$ cat config.mk
export PLATFORM = sky130hd
export DESIGN_NAME = sat_counter
export DESIGN_NICKNAME = d
export VERILOG_FILES = /design/src/rtl/uart_seq_checker_sat_counter.sv
export SDC_FILE = /design/constraint.sdc
export NUM_CORES = 1
export LEC_CHECK = 0
export ABC_AREA = 1
export CAP_MARGIN = 5
export CORE_MARGIN = 2
export CORE_UTILIZATION = 44
export DETAILED_ROUTE_END_ITERATION = 16
export PLACE_DENSITY = 0.73
export SLEW_MARGIN = 20
export SYNTH_ARGS = -nofsm -noshare
export SYNTH_HDL_FRONTEND = slang
export SYNTH_SLANG_ARGS = --single-unit
export TNS_END_PERCENT = 20
$ cat constraint.sdc
create_clock -name clk -period 1.2 [get_ports clk]
set_input_delay 0.18 -clock clk [delete_from_list [all_inputs] [get_ports clk]]
set_output_delay 0.18 -clock clk [all_outputs]
set_load 0.02 [all_outputs]
$ cat src/rtl/uart_seq_checker_sat_counter.sv
// Saturating up-counter with synchronous reset/clear; sticks at all-ones.
module sat_counter #(
  parameter int P_WIDTH = 16
) (
  input  logic               clk,
  input  logic               rst,
  input  logic               clr,
  input  logic               inc,
  output logic [P_WIDTH-1:0] cnt
);

  always_ff @(posedge clk) begin
    if (rst || clr) begin
      cnt <= '0;
    end else if (inc && (cnt != '1)) begin
      cnt <= cnt + P_WIDTH'(1);
    end
  end

endmodule

---- Yosys cells after proc, flatten, opt, wreduce, memory -nomap -nowiden ----
Cells that the tools add are included.
storage, ports and cells
  bits in registers ....................... 16
  bits in latches ......................... 0
  memory bits (writable) .................. 0
  ROM bits ................................ 0
  input port bits ......................... 4
  output and inout bits ................... 16
  word-level logic and storage cells ...... 5
  memories kept ........................... 0
cells by class
  add/sub/neg operators ................... 1
  multiply operators ...................... 0
  div/mod/pow operators ................... 0
  magnitude comparators ................... 0
  equality and inequality tests ........... 1
  shifts and indexed selects .............. 0
  mux-type cells .......................... 0
  bitwise operators ....................... 0
  reductions and logical operators ........ 2
operators by type and width
  kind                                            count
  adder 16 x 1 -> 16 bit (second input constant)  1
  inequality test 16 bit (second input constant)  1
  logical AND 1 bit                               1
  logical OR 1 bit                                1

---- Longest topological paths before layout ----
  depth in word-level cells ............... 2
  gate-level depth with buffers ........... 9
  mapped depth without buffers ............ 9

---- Worst setup path after synthesis ----
Ideal clock, no wire load.
  path kind ............................... reg2reg
  start ................................... register cnt[1]
  end ..................................... register cnt[13]
  library setup time ...................... 0.115 ns
  arrival time ............................ 1.391 ns
  data required time ...................... 1.085 ns
  slack ................................... -0.307 ns
  stages on the path, launching flop included .. 8
  path buffers ............................ 1
  period minus slack after synthesis ...... 1.507 ns
  path through ............................ dfxtp_1 -> ha_1 -> nand2_1 -> nor2_2 -> nand4_2 -> buf_6 -> a21oi_1 -> nor2_1
on the way
  longest elaborated chain between the ends .. 2
  elaborated cells on any way between the ends .. 3
  those cells by class .................... add/sub (1); eq/ne (1); reduce/logical (1)
RTL lines
  item                                                            line  text
  start: declaration                                              9     output logic [P_WIDTH-1:0] cnt
  start signal: assignment                                        16    cnt <= cnt + P_WIDTH'(1);
  branches (longest 2 deep; another with adder 16 x 1 -> 16 bit)  -
Several ways; the timed one is not identified.
A chain may end at the register's enable or synchronous reset.

---- Worst setup path in the final report ----
  start ................................... register cnt[1]
  end ..................................... register cnt[2]
Same word-level chain as after synthesis.

==> reports/metrics.csv <==
metric;value;unit
worstMarginPinSlew;0.222;ns
drc;0;
timing.setup.critical_path_class;reg -> reg;
run_status;finished, violations left;
crit_path_end;cnt[2];
finish.instance_area;0.00143;sq mm
p_comb_share;7.4;%
finalSetupViolations;16;
antennaDiodeCount;0;
violated_checks;negative setup slack;
synth-seq-cells;16;
core-area;0.00200;sq mm
timing.critical_path.buf_inv;0;
whs_path_depth;2;
gr-usage-met1;24.5;%
netSwitchingFraction;25.1;%
net-switching-power;227;uW
postSynthCellCount;149;
synth_compound_gate_area_share;8.03;%
path_cells;ha_4, nand2_4, nor2_4, nand2_2, nor2_4, nor2_2, a21oi_1, nor2_1;
max_cap_violations;0;
holdWs;0.519;ns
critical_path.endpoint_type;flip-flop;
fp.dieW;50.5;um
critPathMaxStageDelay;0.38;ns
grt_first_pass_wirelength;3960;um
ff2ff_path_depth;8;
registers.top_by_ff_count;cnt;
largest_register_ffs;16;
synth_simple_gate_area_share;49.5;%
detail_route.first_pass.iterations;4;
p_leak;0.570;nW
worstHoldPathType;reg -> reg;
worst_ep_required;1.40;ns
grt_pass1_vias;933;
cts_clk_pin_slew_worst_paths;0.10;ns
antenna_found_initial;0;
worstReg2RegStart;cnt[1];
seq_power_share;58.5;%
synth_top_cell_by_area;dfxtp_1;
ys_types;21;
synth.top_cell.area_share;33.7;%
cpMaxStageDelayCell;dfxtp_4;
grt.overflow.total;0;
post_route_cells_drive_above_1_share;45.2;%
dp.final_hpwl;1880;um
global_route.peak_usage_layer;met2;
crit_arrival;1.51;ns
regToRegSetupSlack;-0.11;ns
finish.utilization;71.5;%
nets;192;
gr-usage-met2;36.4;%
die_area;0.00255;sq mm
cts_sinks;16;
top_registers;cnt x16;
chipHeight;50.5;um
syn_avg_cell_area;6.38;sq um
worstSkewPairLatency;0.30;ns
clock_path_buffers;2;
placedInstanceArea;0.00136;sq mm
max_clock_freq;0.762;GHz
grt_start_max_net_pins;13;
fin_skew;0.00770;ns
grt_setup_unrepaired;true;
route.final.wire_length;2500;um
cp_top_family;simple AND/OR/NAND/NOR gates;
cts_tree;built;
timing.max_slew.rel_slack;85.2;%
hold_violation_count_in_the_final_report;0;
max-vdd-ir-drop;0.000604;V
critical_path.max_fanout;5;
critical_path.most_common_cell;nor2_4;
cts.htree.levels;1;
synth-warning-count;0;
adder_cell_share_of_the_synthesized_area;1.32;%
worst_setup_sp_type;flip-flop;
timing.critical_path.depth;8;
setup.worst_path.start;cnt[1];
slew_viol_final;0;
synth_area_leaders;dfxtp_1 (34%), nand2_1 (15%), nor2_1 (13%), nand3_1 (7.4%), a21oi_1 (4.7%);
clock_share_of_power;34.0;%
io_pins;20;
port_buffers;19;
cell_internal_pwr;677;uW
rows;16;
reg2reg_to;cnt[2];
drt-initial-drc-count;21;
initial_core_utilization;47.5;%
groute.usage.overall;21.1;%
finalWeightedCongestion;0.975;
numCtsBuffers;3;
xor_xnor_share_of_the_synthesized_area;0;%
via_per_inst;4.94;
postRouteAntennaNets;0;
synth_area;951;sq um
layout-area-overhead-vs-synth;50.5;%
wl_per_cell;11.8;um
sequential_element_share_of_the_synthesized_area;33.7;%
use_met3;4.46;%
layout_worst_path_cycle_share;109;%
net_count_of_the_mapped_netlist;154;
clockRootBuffer;clkbuf_4;
combinational_family_with_the_most_area_after_synthesis;simple AND/OR/NAND/NOR gates;
totalNegativeSetupSlack;-1.07;ns
timing.final.ws_setup;-0.112;ns
synthMuxAreaShare;0;%
final.min_clock_period;1.31;ns
via_count;1053;
power_density;631;mW/mm^2
-- repair_timing --
action / in CTS / in global routing
setup endpoints to repair: 32 / 28
gates resized for setup: 31 / 28
pin swaps: 7 / 4
buffers inserted: 0 / 2
hold buffers: 0 / 0
-- synthesized netlist by cell type --
| cell type | count |
|---|---|
| inv_1 | 12 |
| nand3_1 | 14 |
| o21ai_2 | 1 |
| nand2_2 | 3 |
| a21boi_1 | 1 |
| a21oi_1 | 9 |
| nor2_4 | 4 |
| clkinv_1 | 1 |
| nor2_1 | 34 |
| nor2_2 | 3 |
| o21ai_0 | 3 |
| buf_4 | 1 |
| nand2_4 | 1 |
| nand2_1 | 38 |
| ha_1 | 1 |
| nand4_2 | 1 |
| dfxtp_1 | 16 |
| inv_2 | 1 |
| nor3_1 | 1 |
| nand4_1 | 3 |
| buf_6 | 1 |
-- worst register-to-register path, cell delays in order (launching register included) --
cell and delay (ns):
dfxtp_4 0.38, ha_4 0.17, nand2_4 0.06, nor2_4 0.10
nand2_2 0.09, nor2_4 0.15, nor2_2 0.09, a21oi_1 0.13
nor2_1 0.05
-- cell usage in the layout (no fill, tap or decap), drive strengths merged --
cell           count
nor3               1
a21oi              9
dlygate4sd2        3
buf               16
nor2              41
clkinv             1
ha                 1
dfxtp             16
o21ai              4
nand2             42
clkbuf            10
clkdlybuf4s50      3
nand4              4
inv               14
a21boi             1
nand3             14
clkdlybuf4s15      6
-- layout make-up --
type                    instances  area, sq um
well taps                      27         33.8
multi-input cells             117          679
flip-flops and latches         16          353
clock inverters                 1         3.75
fillers                       167          571
repair buffers                 35          287
inverters                      14         52.6
clock buffers                   3         22.5
-- power groups by stage --
| stage | combinational, mW | clock, mW | sequential (mW) |
|---|---|---|---|
| after CTS | 0.0651 | 0.324 | 0.532 |
| final | 0.0671 | 0.308 | 0.529 |
| after global placement | 0.0644 | 0 | 0.548 |
| after floorplan | 0.0316 | 0 | 0.552 |
| after detailed placement | 0.0661 | 0 | 0.548 |
| after global routing | 0.0740 | 0.339 | 0.530 |
-- cells by family after synthesis --
| logic type | Yosys count |
|---|---|
| flops | 16 |
| fa+ha+maj | 1 |
| simple gates | 102 |
| compound gates | 14 |
| buf+inv | 16 |
-- routing by layer --
layer	wire, um	up-vias
li1	-	550
met1	1150	469
met2	1180	28
met3	113	6
met4	55	0
met5	0	-
-- through the flow --
stage | setup WS, ns | power (mW) | instances
finish | -0.112 | 0.903 | 213
CTS | -0.100 | 0.920 | 211
detailed placement | -0.203 | 0.615 | 207
floorplan | -0.0728 | 0.583 | 149
global route | -0.192 | 0.943 | 213
global placement | -0.213 | 0.613 | 207
-- worst min path at each step --
stage	startpoint	to
after floorplan	inc	cnt[11]
after global placement	cnt[15]	cnt[15]
after detailed placement	cnt[15]	cnt[15]
after CTS	cnt[7]	cnt[7]
after global routing	cnt[11]	cnt[11]
final	cnt[11]	cnt[11]
No activity file was read; power rests on OpenSTA's default activity.
==> variant 1, RTL diff (same settings) <==
Set the parameter `P_WIDTH` to 24 (it was 16).
--- a/src/rtl/uart_seq_checker_sat_counter.sv
+++ b/src/rtl/uart_seq_checker_sat_counter.sv
@@ -1,6 +1,6 @@
 // Saturating up-counter with synchronous reset/clear; sticks at all-ones.
 module sat_counter #(
-  parameter int P_WIDTH = 16
+  parameter int P_WIDTH = 24
 ) (
   input  logic               clk,
   input  logic               rst,
Interface: changed (resized cnt); port bits go from 20 to 28. No check against the original RTL was run, so the function may have changed too.
==> variant 1 against the original RTL <==
  * The flow still finishes with violations (negative setup slack)
  * Sequential cell count increased by 8
  * Area after synthesis increased by 57%
  * Non-clock buffer count is 48 higher
  * Routed wire length up 78%
  * Combinational power rose by 41%
  * Critical path type unchanged
  * Critical endpoint is now cnt[15]$_SDFFE_PP0P_
  * Worst setup slack worse by 200 ps
  * Largest cell class unchanged
  * Die area up 52%
  * Power rose by 41%
  * Largest power group unchanged
  * Design area is 68% higher
==> variant 1: results (changes against the original RTL) <==
Post-placement cell area: 0.00226 mm2 (+66%). The portion of synthesized cell area occupied by the leading cell type was 32.2% (-1.4 points); the number of buffers inserted by port buffering was 27 (+8). The final wirelength was 4450 um (+78%). The tools report the gate count of the mapped netlist as 233 (+56%). The wire length of the first global-routing pass came out at 7710 um (+95%). The flow ran to the end, but the final reports show violations. The ratio of cells with drive above 1 in the final layout came out at 51.1% (+6.0 points). The run gives 32.2% (-1.4 points) as the sequential element share of the synthesized area. Highest net fanout along the worst path: 8 (+3).

The number of instances in the placed design was 352 (+70%); the via total after detailed routing was 1,799 (+71%). The logs give 89 (+320%) for the number of design-rule violations left by the first detailed-router iteration and -6370 ps (-5300 ps) for the final setup TNS. Clock insertion delay at the later pin of the skew report: 330 ps (+30 ps). The worst hold path begins at cnt[8]$_SDFFE_PP0P_. The setup slack of the critical path after layout is -309 ps (-197 ps), and the area share of fa/ha/maj cells after synthesis is 0.840% (-0.48 points). The final number of setup-violating endpoints is 24 (+8), and the transition time of the tightest slew-check pin is 256 ps (+34.8 ps). Clock-pin slew of the registers on the worst-case setup and hold paths: 140 ps (+40 ps).

The tools report the power share of the clock group as 31.0% (-3.0 points). The run gives 3260 um (+73%) as the post-detailed-placement half-perimeter wirelength. The final reports fail on negative setup slack.

The worst hold path terminates at cnt[8]$_SDFFE_PP0P_. The synthesized netlist net count came out at 238 (+55%).
-- variant 1: cell types whose count changed after synthesis, moves of 6 or more --
cell                      unedited run  this run
sky130_fd_sc_hd__nand2_1            38        50
sky130_fd_sc_hd__nand2_2             3         9
sky130_fd_sc_hd__nor2_1             34        53
sky130_fd_sc_hd__a21oi_1             9        21
sky130_fd_sc_hd__nand3_1            14        24
sky130_fd_sc_hd__dfxtp_1            16        24
-- variant 1: final cells by class --
type                            instances  area [um2]
Sequential cell                        24         528
Clock buffer                            4        26.3
Inverter                               18        67.6
Timing Repair Buffer                   83         688
Tap cell                               46        57.6
Multi-Input combinational cell        184        1030
Fill cell                             273         886
-- variant 1: per-layer routing --
metal	GRT usage [%]	up-vias	share of wire (%)
li1	-	912	-
met1	33.0	823	46
met2	40.8	57	48
met3	2.90	7	5.2
met4	8.89	0	1.6
met5	0	-	0
-- variant 1: repair_timing --
item,in CTS,in global routing
cloned,1,0
resized for setup,105,35
pin swaps,9,7
setup endpoints to repair,48,39
setup buffers,2,0
==> variant 2, RTL diff (same settings) <==
Without the edit above. Add an input register stage for `clr` and `inc`; this delays them by one clock.
--- a/src/rtl/uart_seq_checker_sat_counter.sv
+++ b/src/rtl/uart_seq_checker_sat_counter.sv
@@ -9,10 +9,18 @@
   output logic [P_WIDTH-1:0] cnt
 );
 
+  logic clr_q;
+  logic inc_q;
+
   always_ff @(posedge clk) begin
-    if (rst || clr) begin
+    clr_q <= clr;
+    inc_q <= inc;
+  end
+
+  always_ff @(posedge clk) begin
+    if (rst || clr_q) begin
       cnt <= '0;
-    end else if (inc && (cnt != '1)) begin
+    end else if (inc_q && (cnt != '1)) begin
       cnt <= cnt + P_WIDTH'(1);
     end
   end
Formal check against the unedited RTL: not equivalent (Yosys sat finds a counterexample within 4 cycles, from zero or initial values).
==> variant 2 against the original RTL <==
  * The run still ends with negative setup slack left
  * Sequential cell count is 2 higher
  * Synthesized cell count is 1.3% higher
  * Worst hold slack worse by 200 ps
  * Global-route usage is 0.20 points higher
  * Sequential share of layout area is 2.2 points higher
  * Area after synthesis is 4.2% higher
  * Worst setup slack better by 41 ps
  * Power is 17% higher
  * Design area is 1.0% higher
  * Count of clock-buffer cells in the layout is 1 higher
  * Cell count is 1.9% higher
  * Routed wire length is 2.3% lower
  * Via count is 0.66% lower
  * Critical path type unchanged
  * Critical endpoint unchanged
  * Highest routed layer unchanged
==> variant 2: results (changes against the original RTL) <==
The run gives 0.881 (-9.7%) as the routability-driven placement congestion ratio. The critical path starts at cnt[0]$_SDFFE_PP0P_. The detailed-routing wirelength on met1 was 1140 um (-0.69%); the quantity of gates resized following cts was 39 (+26%).

The fraction of area in non-clock buffers was 20.2% (+0.14 points); the number of instances in the placed design was 213 (+2.9%). In the final layout, the registers with the most flip-flops are cnt x16, clr_q x1, inc_q x1. The synthesized netlist net count is 156 (+1.3%). The run gives 1230 um (+3.6%) as the detailed-routed wire length on met2. The tools report the number of nets in the finished design as 195 (+1.6%). The area occupied by multi-input gates came out at 642 um2 (-5.5%). The fraction of the mapped netlist area in compound gates came out at 7.70% (-0.32 points). The logs give 1920 um (+2.0%) for the post-detailed-placement half-perimeter wirelength and 83.4% (-1.8 points) for the worst slew margin relative to its limit. The tools report the final number of setup-violating endpoints as 16 (unchanged). The clock distribution area overhead in the final layout came out at 2.51% (+0.67 points). Count of filler cells inserted in the layout: 194 (+16%).

The run finished, with violations left. The area share of fa/ha/maj cells after synthesis came out at 1.26% (-0.053 points). For the total length of routed met3 wires, the log shows 61 um (-46%).

Ratio of cells with drive above 1 in the final layout: 41.8% (-3.4 points). The run gives 4220 um (+6.6%) as the wire length of the first global-routing pass. The switching part of the total power is 22.7% (-2.4 points), and the number of vias per cell is 4.82 (-2.5%).

The number of cell instances on the worst register-to-register path was 9 (+1). The overall fraction of global-route tracks in use was 21.3% (+0.20 points); the endpoint arrival time on the critical path was 1470 ps (-40 ps). The path with the worst hold slack has its endpoint at inc_q$_DFF_P_. The checks that failed: negative setup slack. The final wirelength was 2450 um (-2.3%). The setup slack of the critical path after layout came out at -70.4 ps (+41.3 ps). Average cell area after synthesis: 6.56 um2 (+2.8%).
variant 2: power by group through the flow:
| stage | clock network (W) | logic, W | registers, W |
|---|---|---|---|
| 6_report | 0.000383 | 0.0000636 | 0.000607 |
| 5_1_grt | 0.000410 | 0.0000720 | 0.000608 |
| 4_1_cts | 0.000396 | 0.0000650 | 0.000609 |
| 3_5_place_dp | 0 | 0.0000672 | 0.000623 |
| 3_3_place_gp | 0 | 0.0000640 | 0.000622 |
| 2_1_floorplan | 0 | 0.0000313 | 0.000626 |
variant 2: per-stage QoR:
step                setup TNS [ps]  total power, W  setup slack, ps  hold slack (ps)
floorplan                     -648        0.000657            -72.8              208
global placement              -543        0.000686            -54.5              482
detailed placement           -1080        0.000690            -91.1              500
CTS                           -916         0.00107            -90.6              314
global route                 -2410         0.00109             -179              311
finish                        -665         0.00105            -70.4              317
